[config.mk]
export PLATFORM = sky130hd
export DESIGN_NAME = capsense_scan_ctrl
export DESIGN_NICKNAME = d
export VERILOG_FILES = /design/src/rtl/capsense_scan_ctrl.sv
export SDC_FILE = /design/constraint.sdc
export NUM_CORES = 1
export LEC_CHECK = 0
export BUFFER_PORTS_ARGS = -buffer_cell sky130_fd_sc_hd__buf_2
export CAP_MARGIN = 20
export CORE_UTILIZATION = 30
export DETAILED_ROUTE_END_ITERATION = 7
export PLACE_DENSITY = 0.49
export SETUP_SLACK_MARGIN = 0.2
export SLEW_MARGIN = 15
export SYNTH_ARGS = -nofsm -noshare
export SYNTH_HDL_FRONTEND = slang
export SYNTH_HIERARCHICAL = 1
export SYNTH_SLANG_ARGS = --single-unit
[constraint.sdc]
create_clock -name clk_i -period 2.8 [get_ports clk_i]
set_input_delay 0.28 -clock clk_i [delete_from_list [all_inputs] [get_ports clk_i]]
set_output_delay 0.28 -clock clk_i [all_outputs]
set_load 0.02 [all_outputs]
[src/rtl/capsense_scan_ctrl.sv]
// capsense_scan_ctrl
//   Paces a capacitive-touch sampler and debounces its per-button results.
//   A free-running divider makes the sampler's rate strobe, a period counter
//   launches scans, and each completed scan feeds one debounce lane per
//   button. Debounced changes are queued as pending bits and handed out one
//   at a time, lowest index first, on a valid/ready event port.
//
// Ports
//   clk_i        system clock
//   rst_ni       synchronous active-low reset
//   ena_o        one-clock sampling-rate strobe (every ENA_DIV clocks)
//   start_o      one-clock scan request to the sampler
//   oe_i         sampler idle (1) / scanning (0)
//   sampled_i    per-button raw result, 1 = touched
//   state_o      debounced button state, 1 = pressed
//   evt_valid_o  event available
//   evt_ready_i  consumer accepts event
//   evt_idx_o    button index of the event
//   evt_press_o  1 = press, 0 = release
//   tmo_o        sticky: a scan ran for TMO or more rate strobes
//   ovf_o        sticky: a button changed again before its event was taken

// One debounce lane: counts consecutive scans that disagree with the
// accepted state and flips the state after DEB of them.
module capsense_btn_lane #(
  parameter int DEB = 3
) (
  input  logic clk_i,
  input  logic rst_ni,
  input  logic i_upd,
  input  logic i_samp,
  output logic o_state,
  output logic o_tog
);
  logic [3:0] r_cnt;
  logic       r_state;

  assign o_state = r_state;
  assign o_tog   = i_upd && (i_samp != r_state) && (r_cnt == 4'(DEB - 1));

  always_ff @(posedge clk_i) begin
    if (!rst_ni) begin
      r_cnt   <= '0;
      r_state <= 1'b0;
    end else if (i_upd) begin
      if (i_samp == r_state) begin
        r_cnt <= '0;
      end else if (o_tog) begin
        r_state <= ~r_state;
        r_cnt   <= '0;
      end else if (r_cnt != 4'(DEB)) begin
        r_cnt <= r_cnt + 4'd1;
      end
    end
  end
endmodule

module capsense_scan_ctrl #(
  parameter int N       = 4,
  parameter int ENA_DIV = 16,
  parameter int PERIOD  = 4096,
  parameter int DEB     = 3,
  parameter int TMO     = 255
) (
  input  logic                                clk_i,
  input  logic                                rst_ni,
  output logic                                ena_o,
  output logic                                start_o,
  input  logic                                oe_i,
  input  logic [N-1:0]                        sampled_i,
  output logic [N-1:0]                        state_o,
  output logic                                evt_valid_o,
  input  logic                                evt_ready_i,
  output logic [((N > 1) ? $clog2(N) : 1)-1:0] evt_idx_o,
  output logic                                evt_press_o,
  output logic                                tmo_o,
  output logic                                ovf_o
);
  localparam int IW = (N > 1) ? $clog2(N) : 1;
  localparam int DW = $clog2(ENA_DIV);
  localparam int PW = $clog2(PERIOD);
  localparam int TW = $clog2(TMO + 1);

  typedef enum logic [2:0] {
    S_IDLE, S_START, S_WAIT_BUSY, S_WAIT_DONE, S_UPDATE
  } state_t;

  state_t          r_state, w_next;
  logic [DW-1:0]   r_div;
  logic            r_ena;
  logic [PW-1:0]   r_per;
  logic            w_req;
  logic            r_bcnt;
  logic [TW-1:0]   r_tcnt;
  logic [N-1:0]    r_samp;
  logic            w_upd;
  logic [N-1:0]    w_tog;
  logic [N-1:0]    r_pend;
  logic [N-1:0]    w_clr;
  logic [IW-1:0]   w_sel;
  logic            w_load;
  logic            r_evt_valid;
  logic [IW-1:0]   r_evt_idx;
  logic            r_evt_press;
  logic            r_tmo;
  logic            r_ovf;

  assign ena_o       = r_ena;
  assign evt_valid_o = r_evt_valid;
  assign evt_idx_o   = r_evt_idx;
  assign evt_press_o = r_evt_press;
  assign tmo_o       = r_tmo;
  assign ovf_o       = r_ovf;

  // Request is combinational off the terminal count so START is entered
  // exactly PERIOD clocks after reset release. Only IDLE consumes it, so a
  // request landing mid-scan is simply lost.
  assign w_req = (r_per == PW'(PERIOD - 1));

  always_ff @(posedge clk_i) begin
    if (!rst_ni) begin
      r_div <= '0;
      r_ena <= 1'b0;
      r_per <= '0;
    end else begin
      r_ena <= (r_div == DW'(ENA_DIV - 1));
      r_div <= (r_div == DW'(ENA_DIV - 1)) ? '0 : r_div + DW'(1);
      r_per <= w_req ? '0 : r_per + PW'(1);
    end
  end

  always_comb begin
    w_next  = r_state;
    start_o = 1'b0;
    w_upd   = 1'b0;
    case (r_state)
      S_IDLE:      if (w_req) w_next = S_START;
      S_START: begin
        start_o = 1'b1;
        w_next  = S_WAIT_BUSY;
      end
      // Sampler never acknowledged: after two idle clocks, ask again.
      S_WAIT_BUSY: if (!oe_i)      w_next = S_WAIT_DONE;
                   else if (r_bcnt) w_next = S_START;
      S_WAIT_DONE: if (oe_i) w_next = S_UPDATE;
      S_UPDATE: begin
        w_upd  = 1'b1;
        w_next = S_IDLE;
      end
      default:     w_next = S_IDLE;
    endcase
  end

  always_ff @(posedge clk_i) begin
    if (!rst_ni) begin
      r_state <= S_IDLE;
      r_bcnt  <= 1'b0;
      r_tcnt  <= '0;
      r_samp  <= '0;
      r_tmo   <= 1'b0;
    end else begin
      r_state <= w_next;
      if (r_state == S_START)                     r_bcnt <= 1'b0;
      else if (r_state == S_WAIT_BUSY && oe_i)    r_bcnt <= 1'b1;
      // Timeout only flags; the sampler cannot be aborted, so we keep
      // waiting and still use the result.
      if (r_state == S_START) begin
        r_tcnt <= '0;
      end else if (r_state == S_WAIT_DONE && r_ena) begin
        if (r_tcnt == TW'(TMO - 1)) begin
          r_tcnt <= '0;
          r_tmo  <= 1'b1;
        end else begin
          r_tcnt <= r_tcnt + TW'(1);
        end
      end
      if (r_state == S_WAIT_DONE && oe_i) r_samp <= sampled_i;
    end
  end

  for (genvar g = 0; g < N; g++) begin : g_lane
    capsense_btn_lane #(.DEB(DEB)) u_lane (
      .clk_i   (clk_i),
      .rst_ni  (rst_ni),
      .i_upd   (w_upd),
      .i_samp  (r_samp[g]),
      .o_state (state_o[g]),
      .o_tog   (w_tog[g])
    );
  end

  // Lowest-index pending button wins.
  always_comb begin
    w_sel = '0;
    for (int i = N - 1; i >= 0; i--) begin
      if (r_pend[i]) w_sel = IW'(i);
    end
    w_load = !r_evt_valid && (|r_pend);
    w_clr  = '0;
    if (w_load) w_clr[w_sel] = 1'b1;
  end

  always_ff @(posedge clk_i) begin
    if (!rst_ni) begin
      r_pend      <= '0;
      r_evt_valid <= 1'b0;
      r_evt_idx   <= '0;
      r_evt_press <= 1'b0;
      r_ovf       <= 1'b0;
    end else begin
      // A toggle on the bit being loaded this clock re-arms it rather than
      // colliding with it, so it is neither lost nor an overrun.
      r_pend <= (r_pend & ~w_clr) | w_tog;
      if (|(w_tog & r_pend & ~w_clr)) r_ovf <= 1'b1;
      if (w_load) begin
        r_evt_valid <= 1'b1;
        r_evt_idx   <= w_sel;
        r_evt_press <= state_o[w_sel];
      end else if (r_evt_valid && evt_ready_i) begin
        r_evt_valid <= 1'b0;
      end
    end
  end
endmodule

; Yosys cells after proc, flatten, opt, wreduce, memory -nomap -nowiden
; Index checks and enable logic that the tools add are counted.
[totals]
regBits = 63
latch_bits = 0
ramBits = 0
romBits = 0
input_bits = 8
out_inout_bits = 12
elab_cells = 138
mem_count = 0
[op_classes]
n_addsub = 7
multipliers = 0
n_div = 0
order_cmp = 2
eq_ne = 26
shift = 0
mux = 31
bitwise = 15
reduce_logical = 36
[op_table]
columns = operator, count
row1 = 4-bit 2-to-1 mux, 13
row2 = "4-bit by 1-bit adder with 4-bit output, second input constant", 5
row3 = 3-bit AND reduction, 6
row4 = "4-bit by 2-bit == test with 1-bit output, second input constant", 4
row5 = "4-bit by 2-bit != test with 1-bit output, second input constant", 4
row6 = 1-bit logical AND, 14
row7 = "12-bit by 1-bit adder with 12-bit output, second input constant", 1
row8 = 4-bit AND, 3
row9 = "12-bit == test, second input constant", 1
row10 = 3-bit 2-to-1 mux, 4
row11 = 3-bit case mux with 4 select lines, 1
row12 = 3-bit nonzero test, 4
row13 = 1-bit inverter, 10
row14 = "8-bit by 1-bit adder with 8-bit output, second input constant", 1
row15 = "8-bit == test, second input constant", 1
row16 = 2-bit 2-to-1 mux, 4
row17 = 8-bit 2-to-1 mux, 1
row18 = 2-bit AND reduction, 4
row19 = 4-bit OR reduction, 2
row20 = "3-bit by 2-bit == test with 1-bit output, second input constant", 2
row21 = 1-bit 2-to-1 mux, 6
row22 = 2-bit OR reduction, 3
row23 = 1-bit == test, 4
row24 = "4-bit == test, second input constant", 1
row25 = 14 further kinds, 18

; Longest topological paths before layout
[logic_depth]
depth_word = 12
depth_mapped = 8
ltp_nobuf = 8

; Cells and area by module
; The synthesis kept the hierarchy.
[by_module_without_submodules]
columns = module, n_inst, cells_per_inst, area_each_um2, seq_area_each_um2
row1 = capsense_scan_ctrl, 1, 207, 1838.0, 860.8
row2 = capsense_btn_lane, 4, 32, 299.0, 100.1

; Worst setup path after synthesis
; Ideal clock, no wire load.
[synth_path]
path_kind = register -> register
start = register r_state[0]
end = register r_ovf, in the netlist ovf_o
setup_ns = 0.071
arrival_ns = 2.376
required_time_ns = 2.729
slack_ns = 0.353
stages_incl_launch_ff = 9
n_path_buf = 1
synth_period_minus_slack_ns = 2.447
cell_sequence = dfxtp_1 buf_2 nor3_1 and4bb_2 and2_1 inv_1 o21ai_0 a221oi_1 a21oi_1
[synth_between]
elab_chain_len = 7
elab_cells_between_ends = 13
classes_between = eq/ne (1) / mux (1) / bitwise (2) / reduce/logical (9)
[synth_lines]
columns = item, line
row1 = start: declaration, 88  ; state_t r_state, w_next;
row2 = start signal: assignment, 162  ; r_state <= w_next;
row3 = 3-bit == test, 136  ; case (r_state)
row4 = 1-bit 2-to-1 mux, 136
row5 = net w_upd, 96  ; logic w_upd;
row6 = 1-bit logical AND (2 in a row), 39  ; assign o_tog = i_upd && (i_samp != r_state) && (r_cnt == 4'(DEB - 1));
row7 = net w_tog[1], 97  ; logic [N-1:0] w_tog;
row8 = 4-bit AND (2 in a row), 214  ; if (|(w_tog & r_pend & ~w_clr)) r_ovf <= 1'b1;
row9 = 4-bit OR reduction, 214
row10 = end signal: assignment, 209  ; r_ovf <= 1'b0;
row11 = end signal: assignment, 214
row12 = end: declaration, 106  ; logic r_ovf;
; The timed path passes the listed nets, and every way through them passes these cells.
; A chain may end at the register's enable or synchronous reset.

; Worst setup path in the final report
[layout_path]
start = register r_state[2]
end = register r_ovf, in the netlist ovf_o
; The elaborated chain is that of the path after synthesis.

==> impl_metrics.yaml <==
status:
  status: "complete, no violations"
clock_tree:
  holdBufCountCts: 0
  numCtsBuffers: 9
  clock_latency_ps: 330
  cts_tree: "yes"
  post-cts-setup-buffers: 0
  cts_root_buffer: "clkbuf_8"
  ctsResizeCount: 0
  clk_pin_slew_worst_paths_ps: 70
  clk_path_buf_depth: 2
  cts_sinks: 63
  htree_levels: 3
place:
  place_ws_ps: 913
  hpwl_um: 4410
  port_buffers: 19
  place.gp.congestion: 0.768
power:
  p_per_area_mw_per_mm2: 529
  power_switching_share: 0.207
  pwr-share-comb: 0.024
  switching_power_uw: 383
  p_leak_uw: 0.00136
  power_frac_seq: 0.491
  vdd_drop_max_v: 0.000273
  pwr-share-clk: 0.485
  power.internal_uw: 1470
yosys:
  syn_nets: 355
  synth_top_area_share: 0.416
  yosysSeqAreaShare: 0.416
  synth.avg_cell_area_um2: 9.06
  postSynthCellCount: 335
  syn_area_mm2: 0.00303
  yosysTopAreaCell: "dfxtp_1"
  async_flop_share: 0
  synth_cell_types: 48
  yosysMostFrequentCell: "dfxtp_1"
  netlist_top_cells_count: "dfxtp_1 (63), nor2_1 (46), nand2_1 (23), inv_1 (17), a21oi_1 (13)"
  yosysWarnings: 6
  synth_edf_count: 0
  synth_flop_cell: "dfxtp_1"
  ys_ff_latch: 63
  ys_top_cells_by_area: "dfxtp_1 (42%), nor2_1 (5.7%), ha_1 (4.9%)"
route:
  vias: 2386
  viasPerCell: 4.80
  ant_nets: 0
  routed_wl_um: 6290
  drc: 0
  drt-initial-drc-count: 88
  wire_per_inst_um: 12.6
  firstDrtPassIters: 4
floorplan:
  die_area_mm2: 0.0105
  num_rows: 36
  start_util: 0.310
  core_mm2: 0.00977
  die_y_um: 103
  chipWidth_um: 103
  boundaryPins: 20
setup_path:
  critPathKind: "reg -> reg"
  crit_family: "simple AND/OR/NAND/NOR gates"
  critPathMaxFanout: 17
  cp_num_buf_inv: 2
  crit_required_ps: 3070
  crit_slowest_cell: "dfxtp_1"
  ff2ff_path_depth: 7
  startpoint_type: "flop"
  cp.arrival_ps: 2160
  cp.depth: 7
  max_stage_delay_ps: 440
  cp-end-kind: "flop"
  path_cells: "inv_1 -> nor3_2 -> buf_4 -> and4bb_2 -> and2_1 -> a221oi_1 -> a21oi_1"
timing:
  grt_setup_unrepaired: "no"
  setup_ws_ps: 902
  finClkSkew_ps: 12.4
  setup_viol: 0
  fin_crit_ps: 1900
  max_freq_mhz: 527
  worstMarginPinSlew_ps: 520
  hold_viol_final: 0
  fin_crit_sh: 0.678
  setup_tns_ps: 0
  drv_slew: 0
  slew_headroom: 0.652
cells_and_area:
  layout.nets: 379
  syn2layout_area_growth_pct: 15.3
  n_antenna_cell: 0
  drive_above_1_share: 0.132
global_routing:
  grt_pass1_wl_um: 10900
  antenna_found_initial: 0
  grt_usage: 0.133
  grt_pass1_vias: 2282
  overflow: 0
  grt_max_degree: 24
hold_path:
  hp-class: "in -> reg"
  hold_depth: 3
flow_run:
  cap_violations: 0
==> flip-flops by register name, indices dropped and copies added, names as in the netlist <==
name / cells
g_lane.u_lane/r_cnt: 16
r_per: 12
r_tcnt: 8
g_lane.u_lane/o_state: 4
r_div: 4
r_pend: 4
r_samp: 4
r_state: 3
evt_idx_o: 2
ena_o: 1
evt_press_o: 1
evt_valid_o: 1
ovf_o: 1
r_bcnt: 1
tmo_o: 1
==> power by group through the flow <==
stage / sequential (µW) / combinational [µW] / clock [µW]
2_1_floorplan: 928 / 24.3 / 0
3_3_place_gp: 929 / 44.8 / 0
3_5_place_dp: 929 / 45.1 / 0
4_1_cts: 908 / 45.1 / 932
5_1_grt: 910 / 50.8 / 979
6_report: 909 / 43.8 / 899
==> worst reg2reg max path, delay by kind of cell (launching register included) <==
kind | cells | cell delay (ps)
AOI/OAI and AO/OA | 2 | 220
buffers and inverters | 2 | 410
DFF | 1 | 440
and+or+nand+nor | 3 | 770
==> final timing paths <==
check                               start                endpoint  slack, ps
setup / recovery  r_state[2]$_SDFFE_PN0P_      ovf_o$_SDFFE_PN0P_        900
setup reg to reg  r_state[2]$_SDFFE_PN0P_      ovf_o$_SDFFE_PN0P_        900
hold reg to reg       r_per[0]$_SDFF_PP0_     r_per[0]$_SDFF_PP0_        450
hold / removal               sampled_i[3]  r_samp[3]$_SDFFE_PN0P_        190
==> kinds of logic (layout without fill, tap and decap cells) <==
kind of cell    Yosys count  after routing  share of synthesized area
simple gates            135            135                      0.241
compound gates           67             67                      0.162
flops                    63             63                      0.416
buf+inv                  26             55                     0.0367
xor+xnor                 24             24                     0.0693
fa+ha+maj                12             12                     0.0495
mux                       8              8                     0.0264
==> per-layer routing <==
layer	vias to the layer above	wire length (µm)	track usage	part of all wire
li1	1246	-	-	-
met1	1107	3430	0.189	0.55
met2	29	2580	0.193	0.41
met3	4	219	0.0359	0.035
met4	0	57	0.0429	0.0091
met5	-	0	0	0
==> cell type report <==
cell class	instances	area [µm²]
multi-input combinational	246	1670
sequential	63	1260
inverter	17	63.8
clock buffer	13	159
timing repair buffer	22	118
tap	133	166
clock inverter	3	65.1
fill	1017	6270
==> cell usage in the layout, fill, tap and decap left out, types with 2 or more instances in the layout <==
master	count
a32o_1	4
nor3b_1	5
nand3_1	10
nor2_1	46
clkbuf_1	2
xnor2_1	12
xor2_1	12
nand2_1	23
bufinv_16	2
o22ai_1	9
a21oi_1	13
nand4_1	7
nor3_2	2
a21boi_0	5
inv_1	17
and4b_1	4
and3_1	5
mux2i_1	8
ha_1	12
a31o_2	2
nand4b_1	2
o2111ai_1	5
and4bb_2	4
or2_0	4
nor3_1	4
o21ai_0	10
o21a_1	2
o2bb2ai_1	4
buf_4	3
o41a_1	5
dfxtp_1	63
nor2b_1	4
and2_1	10
buf_2	19
clkbuf_8	11
==> through the flow <==
stage / utilization / hold WS (ps) / instances / cell area [µm²] / total power (µW)
floorplan: - / 394 / 335 / 3030 / 953
global placement: 0.335 / 428 / 481 / 3280 / 974
detailed placement: 0.335 / 441 / 481 / 3280 / 974
CTS: 0.358 / 172 / 497 / 3500 / 1890
global route: 0.358 / 207 / 497 / 3500 / 1940
finish: 0.358 / 188 / 497 / 3500 / 1850
No activity file was read; power rests on OpenSTA's default activity.
